## config.mk

```make
export PLATFORM = sky130hd
export DESIGN_NAME = fp_mult_descale_pipe_flat
export DESIGN_NICKNAME = d
export VERILOG_FILES = /design/src/rtl/fp_cordic_pkg.sv /design/src/rtl/fp_mult_descale_pipe_if.sv /design/src/rtl/mult_pipe.sv /design/src/rtl/fp_mult_descale_pipe.sv /design/src/flat_wrapper.sv
export SDC_FILE = /design/constraint.sdc
export NUM_CORES = 2
export LEC_CHECK = 0
export ABC_CLOCK_PERIOD_IN_PS = 20300
export CORE_MARGIN = 2
export CORE_UTILIZATION = 25
export CTS_BUF_LIST = sky130_fd_sc_hd__clkbuf_2
export DETAILED_ROUTE_END_ITERATION = 8
export PLACE_DENSITY = 0.52
export RECOVER_POWER = 50
export SLEW_MARGIN = 15
export SYNTH_ARGS = -nofsm -noshare
export SYNTH_HDL_FRONTEND = slang
export SYNTH_SLANG_ARGS = --single-unit
```

## constraint.sdc

```tcl
create_clock -name clock -period 20.3 [get_ports clock]
set_clock_uncertainty 0.1 [all_clocks]
set_input_delay 5.075 -clock clock [delete_from_list [all_inputs] [get_ports clock]]
set_output_delay 5.075 -clock clock [all_outputs]
set_load 0.05 [all_outputs]
```

## src/rtl/fp_cordic_pkg.sv

```systemverilog
// Shared definitions for the HCORDIC floating-point descale path:
// default field widths, idle-select encodings and operand field slicers.
package fp_cordic_pkg;

   localparam int EXP_W_DEF = 8;
   localparam int MAN_W_DEF = 24;
   localparam int BIAS_DEF  = 127;

   // Widest operand / field the slicers handle; callers cast down to their widths.
   localparam int OP_MAX  = 64;
   localparam int EXP_MAX = 16;
   localparam int MAN_MAX = 32;

   localparam logic NO_IDLE  = 1'b0;
   localparam logic PUT_IDLE = 1'b1;

   // Operand layout is {sign, exp[exp_w-1:0], man[man_w-1:0]}.
   function automatic logic sign_of(input logic [OP_MAX-1:0] op,
                                    input int exp_w, input int man_w);
      return 1'(op >> (exp_w + man_w));
   endfunction

   function automatic logic [EXP_MAX-1:0] exp_of(input logic [OP_MAX-1:0] op,
                                                 input int exp_w, input int man_w);
      return EXP_MAX'((op >> man_w) & ((OP_MAX'(1) << exp_w) - OP_MAX'(1)));
   endfunction

   function automatic logic [MAN_MAX-1:0] man_of(input logic [OP_MAX-1:0] op,
                                                 input int man_w);
      return MAN_MAX'(op & ((OP_MAX'(1) << man_w) - OP_MAX'(1)));
   endfunction

endpackage

```

## src/rtl/fp_mult_descale_pipe_if.sv

```systemverilog
// Input/output beat bundle of the descale multiply stage. The stage itself
// uses the slave view; whoever feeds and drains it uses the master view.
interface fp_mult_descale_pipe_if import fp_cordic_pkg::*; #(
   parameter int EXP_W = EXP_W_DEF,
   parameter int MAN_W = MAN_W_DEF,
   parameter int TAG_W = 8,
   parameter int Z_W   = 32
);
   localparam int OP_W = 1 + EXP_W + MAN_W;
   localparam int PR_W = 2 * MAN_W + 2;

   logic             in_valid;
   logic             in_ready;
   logic [OP_W-1:0]  in_aout;
   logic [OP_W-1:0]  in_bout;
   logic [OP_W-1:0]  in_zout;
   logic             in_idle;
   logic [TAG_W-1:0] in_tag;
   logic             in_scale_valid;
   logic [Z_W-1:0]   in_z;

   logic             out_valid;
   logic             out_ready;
   logic             out_idle;
   logic [OP_W-1:0]  out_zout;
   logic [PR_W-1:0]  out_product;
   logic [TAG_W-1:0] out_tag;
   logic             out_scale_valid;
   logic [Z_W-1:0]   out_z;
   logic             out_exp_ovf;
   logic             out_exp_unf;

   modport master (
      output in_valid, in_aout, in_bout, in_zout, in_idle, in_tag,
             in_scale_valid, in_z, out_ready,
      input  in_ready, out_valid, out_idle, out_zout, out_product, out_tag,
             out_scale_valid, out_z, out_exp_ovf, out_exp_unf
   );

   modport slave (
      input  in_valid, in_aout, in_bout, in_zout, in_idle, in_tag,
             in_scale_valid, in_z, out_ready,
      output in_ready, out_valid, out_idle, out_zout, out_product, out_tag,
             out_scale_valid, out_z, out_exp_ovf, out_exp_unf
   );

endinterface

```

## src/rtl/mult_pipe.sv

```systemverilog
// Unsigned MAN_W x MAN_W mantissa multiplier, registered STAGES deep.
// All stages advance together on en and hold otherwise.
module mult_pipe #(
   parameter int MAN_W  = 24,
   parameter int STAGES = 2
) (
   input  logic               clock,
   input  logic               reset,
   input  logic               en,
   input  logic [MAN_W-1:0]   a,
   input  logic [MAN_W-1:0]   b,
   output logic [2*MAN_W-1:0] p
);
   localparam int PW = 2 * MAN_W;

   logic [STAGES-1:0][PW-1:0] prod_q;
   logic [STAGES-1:0][PW-1:0] prod_d;

   // Multiply into the first stage and shift the rest when enabled.
   always_comb begin
      prod_d = prod_q;
      if (en) begin
         prod_d[0] = PW'(a) * PW'(b);
         for (int i = 1; i < STAGES; i++) begin
            prod_d[i] = prod_q[i-1];
         end
      end
   end

   // Product pipeline registers.
   always_ff @(posedge clock or posedge reset) begin
      if (reset) begin
         prod_q <= '0;
      end else begin
         prod_q <= prod_d;
      end
   end

   assign p = prod_q[STAGES-1];

endmodule

```

## src/rtl/fp_mult_descale_pipe.sv

```systemverilog
// Multiply stage of the HCORDIC descale path: product sign, unbiased
// exponent sum with range flags, and full mantissa product. Sign/exponent/
// flag/sideband words travel in a shift register that moves in lock-step
// with the multiplier pipeline, so latency is exactly STAGES cycles.
module fp_mult_descale_pipe import fp_cordic_pkg::*; #(
   parameter int EXP_W  = EXP_W_DEF,
   parameter int MAN_W  = MAN_W_DEF,
   parameter int BIAS   = BIAS_DEF,
   parameter int TAG_W  = 8,
   parameter int Z_W    = 32,
   parameter int STAGES = 2
) (
   input logic                  clock,
   input logic                  reset,
   fp_mult_descale_pipe_if.slave bus
);
   localparam int OP_W = 1 + EXP_W + MAN_W;
   localparam int EW2  = EXP_W + 2;

   typedef struct packed {
      logic             valid;
      logic             idle;
      logic [OP_W-1:0]  zout;
      logic             ovf;
      logic             unf;
      logic [TAG_W-1:0] tag;
      logic             scale_valid;
      logic [Z_W-1:0]   z;
   } stage_t;

   stage_t [STAGES-1:0] stage_q;
   stage_t [STAGES-1:0] stage_d;
   stage_t              entry;

   logic                  en;
   logic                  a_sign;
   logic                  b_sign;
   logic [EXP_W-1:0]      a_exp;
   logic [EXP_W-1:0]      b_exp;
   logic [MAN_W-1:0]      a_man;
   logic [MAN_W-1:0]      b_man;
   logic [MAN_W-1:0]      mul_a;
   logic [MAN_W-1:0]      mul_b;
   logic signed [EW2-1:0] ea;
   logic signed [EW2-1:0] eb;
   logic signed [EW2-1:0] exp_sum;
   logic [2*MAN_W-1:0]    mant_prod;

   // The whole stage moves only when the output slot is free or being drained.
   assign en           = !stage_q[STAGES-1].valid || bus.out_ready;
   assign bus.in_ready = en;

   // Decode the incoming beat into the word that enters the first stage.
   // Idle beats feed zeros to the multiplier so their product comes out 0.
   always_comb begin
      a_sign  = sign_of(OP_MAX'(bus.in_aout), EXP_W, MAN_W);
      b_sign  = sign_of(OP_MAX'(bus.in_bout), EXP_W, MAN_W);
      a_exp   = EXP_W'(exp_of(OP_MAX'(bus.in_aout), EXP_W, MAN_W));
      b_exp   = EXP_W'(exp_of(OP_MAX'(bus.in_bout), EXP_W, MAN_W));
      a_man   = MAN_W'(man_of(OP_MAX'(bus.in_aout), MAN_W));
      b_man   = MAN_W'(man_of(OP_MAX'(bus.in_bout), MAN_W));
      ea      = $signed({2'b00, a_exp}) - $signed(EW2'(BIAS));
      eb      = $signed({2'b00, b_exp}) - $signed(EW2'(BIAS));
      exp_sum = ea + eb + $signed(EW2'(1));

      entry             = '0;
      entry.valid       = bus.in_valid;
      entry.idle        = bus.in_idle;
      entry.tag         = bus.in_tag;
      entry.scale_valid = bus.in_scale_valid;
      entry.z           = bus.in_z;
      mul_a             = '0;
      mul_b             = '0;
      if (bus.in_idle == PUT_IDLE) begin
         entry.zout = bus.in_zout;
      end else begin
         // Exponent field keeps only the low EXP_W bits; out-of-range sums wrap.
         entry.zout = {a_sign ^ b_sign, exp_sum[EXP_W-1:0], {MAN_W{1'b0}}};
         entry.ovf  = exp_sum > $signed(EW2'(BIAS));
         entry.unf  = exp_sum < $signed(EW2'(1 - BIAS));
         mul_a      = a_man;
         mul_b      = b_man;
      end
   end

   // Shift the side pipeline when enabled; a missing input beat becomes a bubble.
   always_comb begin
      stage_d = stage_q;
      if (en) begin
         stage_d[0] = entry;
         for (int i = 1; i < STAGES; i++) begin
            stage_d[i] = stage_q[i-1];
         end
      end
   end

   // Side pipeline registers; reset drops any beat in flight.
   always_ff @(posedge clock or posedge reset) begin
      if (reset) begin
         stage_q <= '0;
      end else begin
         stage_q <= stage_d;
      end
   end

   mult_pipe #(
      .MAN_W  (MAN_W),
      .STAGES (STAGES)
   ) u_mult_pipe (
      .clock (clock),
      .reset (reset),
      .en    (en),
      .a     (mul_a),
      .b     (mul_b),
      .p     (mant_prod)
   );

   assign bus.out_valid       = stage_q[STAGES-1].valid;
   assign bus.out_idle        = stage_q[STAGES-1].idle;
   assign bus.out_zout        = stage_q[STAGES-1].zout;
   assign bus.out_product     = {mant_prod, 2'b00};
   assign bus.out_tag         = stage_q[STAGES-1].tag;
   assign bus.out_scale_valid = stage_q[STAGES-1].scale_valid;
   assign bus.out_z           = stage_q[STAGES-1].z;
   assign bus.out_exp_ovf     = stage_q[STAGES-1].ovf;
   assign bus.out_exp_unf     = stage_q[STAGES-1].unf;

endmodule

```

## src/flat_wrapper.sv

```systemverilog
// flat-port wrapper written by rule: the top's interface ports become plain ports
module fp_mult_descale_pipe_flat import fp_cordic_pkg::*;
#(
   parameter int EXP_W  = EXP_W_DEF,
   parameter int MAN_W  = MAN_W_DEF,
   parameter int BIAS   = BIAS_DEF,
   parameter int TAG_W  = 8,
   parameter int Z_W    = 32,
   parameter int STAGES = 2
)
  (clock, reset, bus_in_valid, bus_in_aout, bus_in_bout, bus_in_zout, bus_in_idle, bus_in_tag, bus_in_scale_valid, bus_in_z, bus_out_ready, bus_in_ready, bus_out_valid, bus_out_idle, bus_out_zout, bus_out_product, bus_out_tag, bus_out_scale_valid, bus_out_z, bus_out_exp_ovf, bus_out_exp_unf);
  fp_mult_descale_pipe_if #(.EXP_W(EXP_W), .MAN_W(MAN_W), .TAG_W(TAG_W), .Z_W(Z_W)) bus_i ();
  input logic clock;
  input logic reset;
  input wire logic [$bits(bus_i.in_valid)-1:0] bus_in_valid;
  input wire logic [$bits(bus_i.in_aout)-1:0] bus_in_aout;
  input wire logic [$bits(bus_i.in_bout)-1:0] bus_in_bout;
  input wire logic [$bits(bus_i.in_zout)-1:0] bus_in_zout;
  input wire logic [$bits(bus_i.in_idle)-1:0] bus_in_idle;
  input wire logic [$bits(bus_i.in_tag)-1:0] bus_in_tag;
  input wire logic [$bits(bus_i.in_scale_valid)-1:0] bus_in_scale_valid;
  input wire logic [$bits(bus_i.in_z)-1:0] bus_in_z;
  input wire logic [$bits(bus_i.out_ready)-1:0] bus_out_ready;
  output wire logic [$bits(bus_i.in_ready)-1:0] bus_in_ready;
  output wire logic [$bits(bus_i.out_valid)-1:0] bus_out_valid;
  output wire logic [$bits(bus_i.out_idle)-1:0] bus_out_idle;
  output wire logic [$bits(bus_i.out_zout)-1:0] bus_out_zout;
  output wire logic [$bits(bus_i.out_product)-1:0] bus_out_product;
  output wire logic [$bits(bus_i.out_tag)-1:0] bus_out_tag;
  output wire logic [$bits(bus_i.out_scale_valid)-1:0] bus_out_scale_valid;
  output wire logic [$bits(bus_i.out_z)-1:0] bus_out_z;
  output wire logic [$bits(bus_i.out_exp_ovf)-1:0] bus_out_exp_ovf;
  output wire logic [$bits(bus_i.out_exp_unf)-1:0] bus_out_exp_unf;
  assign bus_i.in_valid = bus_in_valid;
  assign bus_i.in_aout = bus_in_aout;
  assign bus_i.in_bout = bus_in_bout;
  assign bus_i.in_zout = bus_in_zout;
  assign bus_i.in_idle = bus_in_idle;
  assign bus_i.in_tag = bus_in_tag;
  assign bus_i.in_scale_valid = bus_in_scale_valid;
  assign bus_i.in_z = bus_in_z;
  assign bus_i.out_ready = bus_out_ready;
  assign bus_in_ready = bus_i.in_ready;
  assign bus_out_valid = bus_i.out_valid;
  assign bus_out_idle = bus_i.out_idle;
  assign bus_out_zout = bus_i.out_zout;
  assign bus_out_product = bus_i.out_product;
  assign bus_out_tag = bus_i.out_tag;
  assign bus_out_scale_valid = bus_i.out_scale_valid;
  assign bus_out_z = bus_i.out_z;
  assign bus_out_exp_ovf = bus_i.out_exp_ovf;
  assign bus_out_exp_unf = bus_i.out_exp_unf;
  fp_mult_descale_pipe #(.EXP_W(EXP_W), .MAN_W(MAN_W), .BIAS(BIAS), .TAG_W(TAG_W), .Z_W(Z_W), .STAGES(STAGES)) u_core (.clock(clock), .reset(reset), .bus(bus_i));
endmodule
```

# Word-level counts from Yosys, hierarchy flattened
# Cells that the tools add are included.
[totals] in_bits=145 out_inout_bits=129 elab_cells=32 regBits=252
[op_classes] n_lt_le_gt_ge=2 n_bitwise=1 add_sub_neg=4 multipliers=1 reduce_logical=2 muxes=4
[ops] cell="24-bit by 24-bit multiplier with 48-bit output" count=1
[ops] cell="24-bit 2-to-1 mux" count=2
[ops] cell="33-bit 2-to-1 mux" count=1
[ops] cell="8-bit by 7-bit subtractor with 9-bit output, second input constant" count=2
[ops] cell="10-bit adder" count=1
[ops] cell="10-bit by 2-bit adder with 10-bit output, second input constant" count=1
[ops] cell="10-bit by 8-bit greater-than comparator with 1-bit output, second input constant" count=1
[ops] cell="10-bit by 8-bit < comparator with 1-bit output, second input constant" count=1
[ops] cell="2-bit 2-to-1 mux" count=1
[ops] cell="1-bit zero test" count=1
[ops] cell="1-bit logical OR" count=1
[ops] cell="1-bit XOR" count=1

# Longest topological paths before layout
[depth] word_depth=5 ltp_mapped=31

# Modules after synthesis
# From an unflattened synthesis, not the netlist that was laid out.
[unflattened] cells_unflattened=3379 area_unflattened_um2=30709.5
[modules_own_cells] module="mult_pipe" n_inst=1 seq_area_each_um2=2402.3 cells_per_inst=2496 area_per_inst_um2=23233.5
[modules_own_cells] module="fp_mult_descale_pipe" n_inst=1 seq_area_each_um2=3903.7 cells_per_inst=883 area_per_inst_um2=7475.9

# Worst setup path before layout
# No wires, ideal clock.
[synth_timing] path_type="input to register" startpoint="in bus_in_idle" endpoint="reg u_core.u_mult_pipe.prod_q[44] in the netlist's numbering" setup_ns=0.126 t_arrival_ns=11.913 setup_slack_ns=8.162 stages=28 cell_sequence="clkbuf_1 clkbuf_1 clkbuf_1 nor2b_1 clkbuf_1 nand2_1 fa_1 inv_1 fa_1 inv_1 fa_1 inv_1 fa_1 fa_1 fa_1 inv_1 fa_1 inv_1 ha_1 and3_1 a221o_1 a21oi_1 o21ai_2 a311oi_2 o211a_1 o21bai_1 mux2i_1 nand2_1"
[synth_via] elab_chain_cells=2 elab_cells_between_ends=3 cone_classes="mul (1); mux (2)"
[synth_rtl] item="from (decl)" line="flat_wrapper.sv:19" rtl="input wire logic [$bits(bus_i.in_idle)-1:0] bus_in_idle;"
[synth_rtl] item="24-bit 2-to-1 mux" line="fp_mult_descale_pipe.sv:74" rtl="if (bus.in_idle == PUT_IDLE) begin"
[synth_rtl] item="24-bit by 24-bit multiplier with 48-bit output *" line="mult_pipe.sv:23" rtl="prod_d[0] = PW'(a) * PW'(b);"
[synth_rtl] item="to (signal assigned)" line="mult_pipe.sv:35" rtl="prod_q <= prod_d;"
[synth_rtl] item="to (decl)" line="mult_pipe.sv:16" rtl="logic [STAGES-1:0][PW-1:0] prod_q;"
# Mark *: on every way between the ends. The rest lies on a longest branch, timed or not.
# A chain may end at the register's enable or synchronous reset.

# Worst setup path in the final report
[layout_timing] startpoint="in bus_out_ready" endpoint="out bus_in_ready"
[layout_via] elab_chain_cells=1
[layout_rtl] item="from (decl)" line="flat_wrapper.sv:23" rtl="input wire logic [$bits(bus_i.out_ready)-1:0] bus_out_ready;"
[layout_rtl] item="1-bit logical OR" line="fp_mult_descale_pipe.sv:50" rtl="assign en = !stage_q[STAGES-1].valid || bus.out_ready;"
[layout_rtl] item="to (decl)" line="flat_wrapper.sv:24" rtl="output wire logic [$bits(bus_i.in_ready)-1:0] bus_in_ready;"
# Every way passes these cells.

==> results.yml <==
setup_path:
  rr_worst_depth: 5
  critPathLaunchType: "input pin"
  cp_cell_sequence: "dlygate4sd3_1 -> nor2b_4 -> clkbuf_1 -> clkinvlp_2 -> clkdlybuf4s50_1"
  cp-end-kind: "output port"
  cp.required_ps: 15120
  path_delay_family: "buffers and inverters"
  r2r_start: "u_core.bus.out_valid"
  cp.arrival_ps: 10510
  cp.depth: 5
  critPathMaxFanout: 42
  slowest_stage: "clkinvlp_2"
  slowest_delay_ps: 2020
  timing.rr.end: "u_core.stage_q[72]"
  critPathCapture: "bus_in_ready"
  crit_start: "bus_out_ready"
  cp_num_buf_inv: 4
  critPathKind: "in2out"
  r2r_slack_ps: 13380
sta:
  slew_violations: 476
  setup_tns_ps: 0
  rsz0062_at_grt: "false"
  hold_viol_final: 0
  finalSetupViolCount: 0
  clock.fmax_ghz: 0.0637
  period_needed_ps: 15690
  worst_pin_slew_ps: 6230
  maxSlewHeadroom: -3.18
  layout_setup_ws_ps: 4610
  period_share: 0.773
cts:
  cts_setup_buffers: 0
  cts.htree.levels: 3
  insertion_delay_ps: 970
  cts_root_buf: "clkbuf_2"
  cts_buffer_depth: 3
  hold_buffers: 0
  path_clk_slew_ps: 120
  cts_tree: "yes"
  cts_sinks: 252
  cts.repair.resized: 0
  cts_buffers: 69
drt:
  num_vias: 21863
  ant_nets: 0
  drc: 0
  wl_per_cell_um: 18.1
  viasPerCell: 4.24
  drt-pass1-iter-count: 7
  drtIter0Drc: 1379
  wl_um: 93200
pwr:
  cellPowerDensity_nw_per_um2: 139
  p_leak_nw: 16.8
  vdd_drop_max_v: 0.000176
  switchingPower_mw: 2.52
  combPwrFrac: 0.763
  pwr-share-clk: 0.082
  netSwitchingFraction: 0.531
  pwr-share-seq: 0.155
  p_int_mw: 2.22
synth:
  synth_mux_area_frac: 0.000335
  synth_xor_area_frac: 0.0184
  syn_area_um2: 29900
  ys_seq_area_frac: 0.211
  synth_fa_ha_area_frac: 0.401
  ys_ff_latch: 252
  synth_top_family_by_area: "adder cells"
  synth_edf_count: 0
  syn_inst: 3409
  yosysWarningCount: 0
  synth_cell_types: 52
  yosys.area_share.simple: 0.207
  synth_compound_area_frac: 0.0431
  syn_avg_cell_area_um2: 8.78
  synthArstFlopShare: 1.00
  synth_ff_type: "dfrtp_1"
final_layout:
  final_cells: 5161
  fillers: 12697
  regArea_um2: 6310
  final_nets: 4327
  drive_above_1_share: 0.0467
  multi_input_area_um2: 20100
  area_growth_syn_to_layout_pct: 14.0
  final_area_um2: 34100
job:
  maxCapViolCount: 7
global_routing:
  antenna_found_initial: 4
  grt_max_degree: 131
  grt_pass1_wl_um: 143000
  gr-total-overflow: 0
  grt_util_all_layers: 0.153
  grt_pass1_vias: 23188
hold_path:
  min_path_cells: 2
  min_path_type: "reg2reg"
run_status:
  status: "complete, but fails checks"
  failed_checks: "max-capacitance violations, max-slew violations"
die:
  core_um2: 118000
  row_count: 126
  io_pins: 274
  dieWidth_um: 350
  die_area_um2: 122000
  start_util: 0.253
  die_y_um: 350
place:
  io_buffers: 271
  gp_congestion: 0.880
  dp_hpwl_um: 71700
  place_ws_ps: 6750
  place_inst: 5043
  placed_cell_area_um2: 33500
Yosys cell counts (all sizes together) (7+ instances only):
| master | instances | area (µm²) |
|---|---|---|
| a21o | 27 | 203 |
| a21oi | 89 | 449 |
| a31oi | 13 | 81.3 |
| and2 | 304 | 1900 |
| buf | 137 | 976 |
| clkbuf | 146 | 548 |
| dfrtp | 252 | 6310 |
| fa | 483 | 9670 |
| ha | 185 | 2310 |
| inv | 551 | 2070 |
| nand2 | 898 | 3370 |
| nand2b | 10 | 62.6 |
| nand3 | 37 | 185 |
| nor2 | 56 | 210 |
| nor2b | 47 | 294 |
| o21a | 7 | 52.6 |
| o21ai | 44 | 224 |
| o21bai | 9 | 67.6 |
| xnor2 | 39 | 342 |
| xor2 | 24 | 210 |
registers in the layout (all words and copies together) (netlist names):
register,flops
u_core.bus.out_z,32
u_core.u_mult_pipe.p,48
u_core.bus.out_idle,1
u_core.bus.out_exp_ovf,1
u_core.bus.out_zout,33
u_core.bus.out_valid,1
u_core.stage_q,78
u_core.u_mult_pipe.prod_q,48
u_core.bus.out_tag,8
u_core.bus.out_exp_unf,1
u_core.bus.out_scale_valid,1
metrics by stage:
stage | util | total power, mW | hold WS, ps
after floorplan | - | 3.45 | 330
after global placement | 0.283 | 4.39 | 348
after detailed placement | 0.283 | 4.38 | 354
after CTS | 0.288 | 4.82 | 308
after global routing | 0.288 | 5.32 | 354
final | 0.288 | 4.75 | 312
tightest hold or removal path, delay by kind of cell, from the launching register on:
kind | cells | cell delay [ps]
DFF | 1 | 360
and+or+nand+nor | 2 | 110
per-layer routing:
| metal | up-vias | routed length [µm] | global-route usage |
|---|---|---|---|
| li1 | 10244 | - | - |
| met1 | 10777 | 43900 | 0.216 |
| met2 | 719 | 40400 | 0.237 |
| met3 | 121 | 6960 | 0.0333 |
| met4 | 2 | 1900 | 0.0390 |
| met5 | - | 20 | 0 |
worst min path at each step:
| stage | start | endpoint | slack, ps |
|---|---|---|---|
| final | u_core.stage_q[72] | u_core.bus.out_zout[29] | 310 |
| after global placement | u_core.bus.out_zout[10] | u_core.bus.out_zout[10] | 350 |
| after CTS | u_core.stage_q[72] | u_core.bus.out_zout[29] | 310 |
| after detailed placement | u_core.stage_q[20] | u_core.bus.out_z[20] | 350 |
| after floorplan | u_core.stage_q[77] | u_core.stage_q[77] | 330 |
| after global routing | u_core.stage_q[72] | u_core.bus.out_zout[29] | 350 |
cells in the final DEF (no fill, tap or decap), types with 56 or more instances in the layout:
cell and count:
a21oi_1 88, dfrtp_1 252, clkdlybuf4s50_1 264, and2_1 304, inv_1 549, clkbuf_2 89, ha_1 185, fa_1 483
nand2_1 898, nor2_1 56
layout make-up:
cell class              instances  share of cell area
clock inverters                26             0.00558
diodes                          3            0.000220
clock buffers                  89              0.0131
repair buffers                316              0.0883
well taps                    1600              0.0587
inverters                     551              0.0607
multi-input cells            2324               0.589
flip-flops and latches        252               0.185
power groups by stage:
stage	Sequential (mW)	Clock, mW	Combinational, mW
3_5_place_dp	0.749	0	3.64
3_3_place_gp	0.745	0	3.65
4_1_cts	0.738	0.422	3.66
2_1_floorplan	0.724	0	2.73
5_1_grt	0.754	0.442	4.12
6_report	0.735	0.388	3.62
cells by family after synthesis:
| group | count (synthesis) |
|---|---|
| muxes | 1 |
| DFF | 252 |
| buffers and inverters | 834 |
| and+or+nand+nor | 1376 |
| adders and majority gates | 668 |
| other | 1 |
| xor gates and xnor gates | 63 |
| AOI/OAI and AO/OA | 214 |
Power figures use the tool's default switching activity.
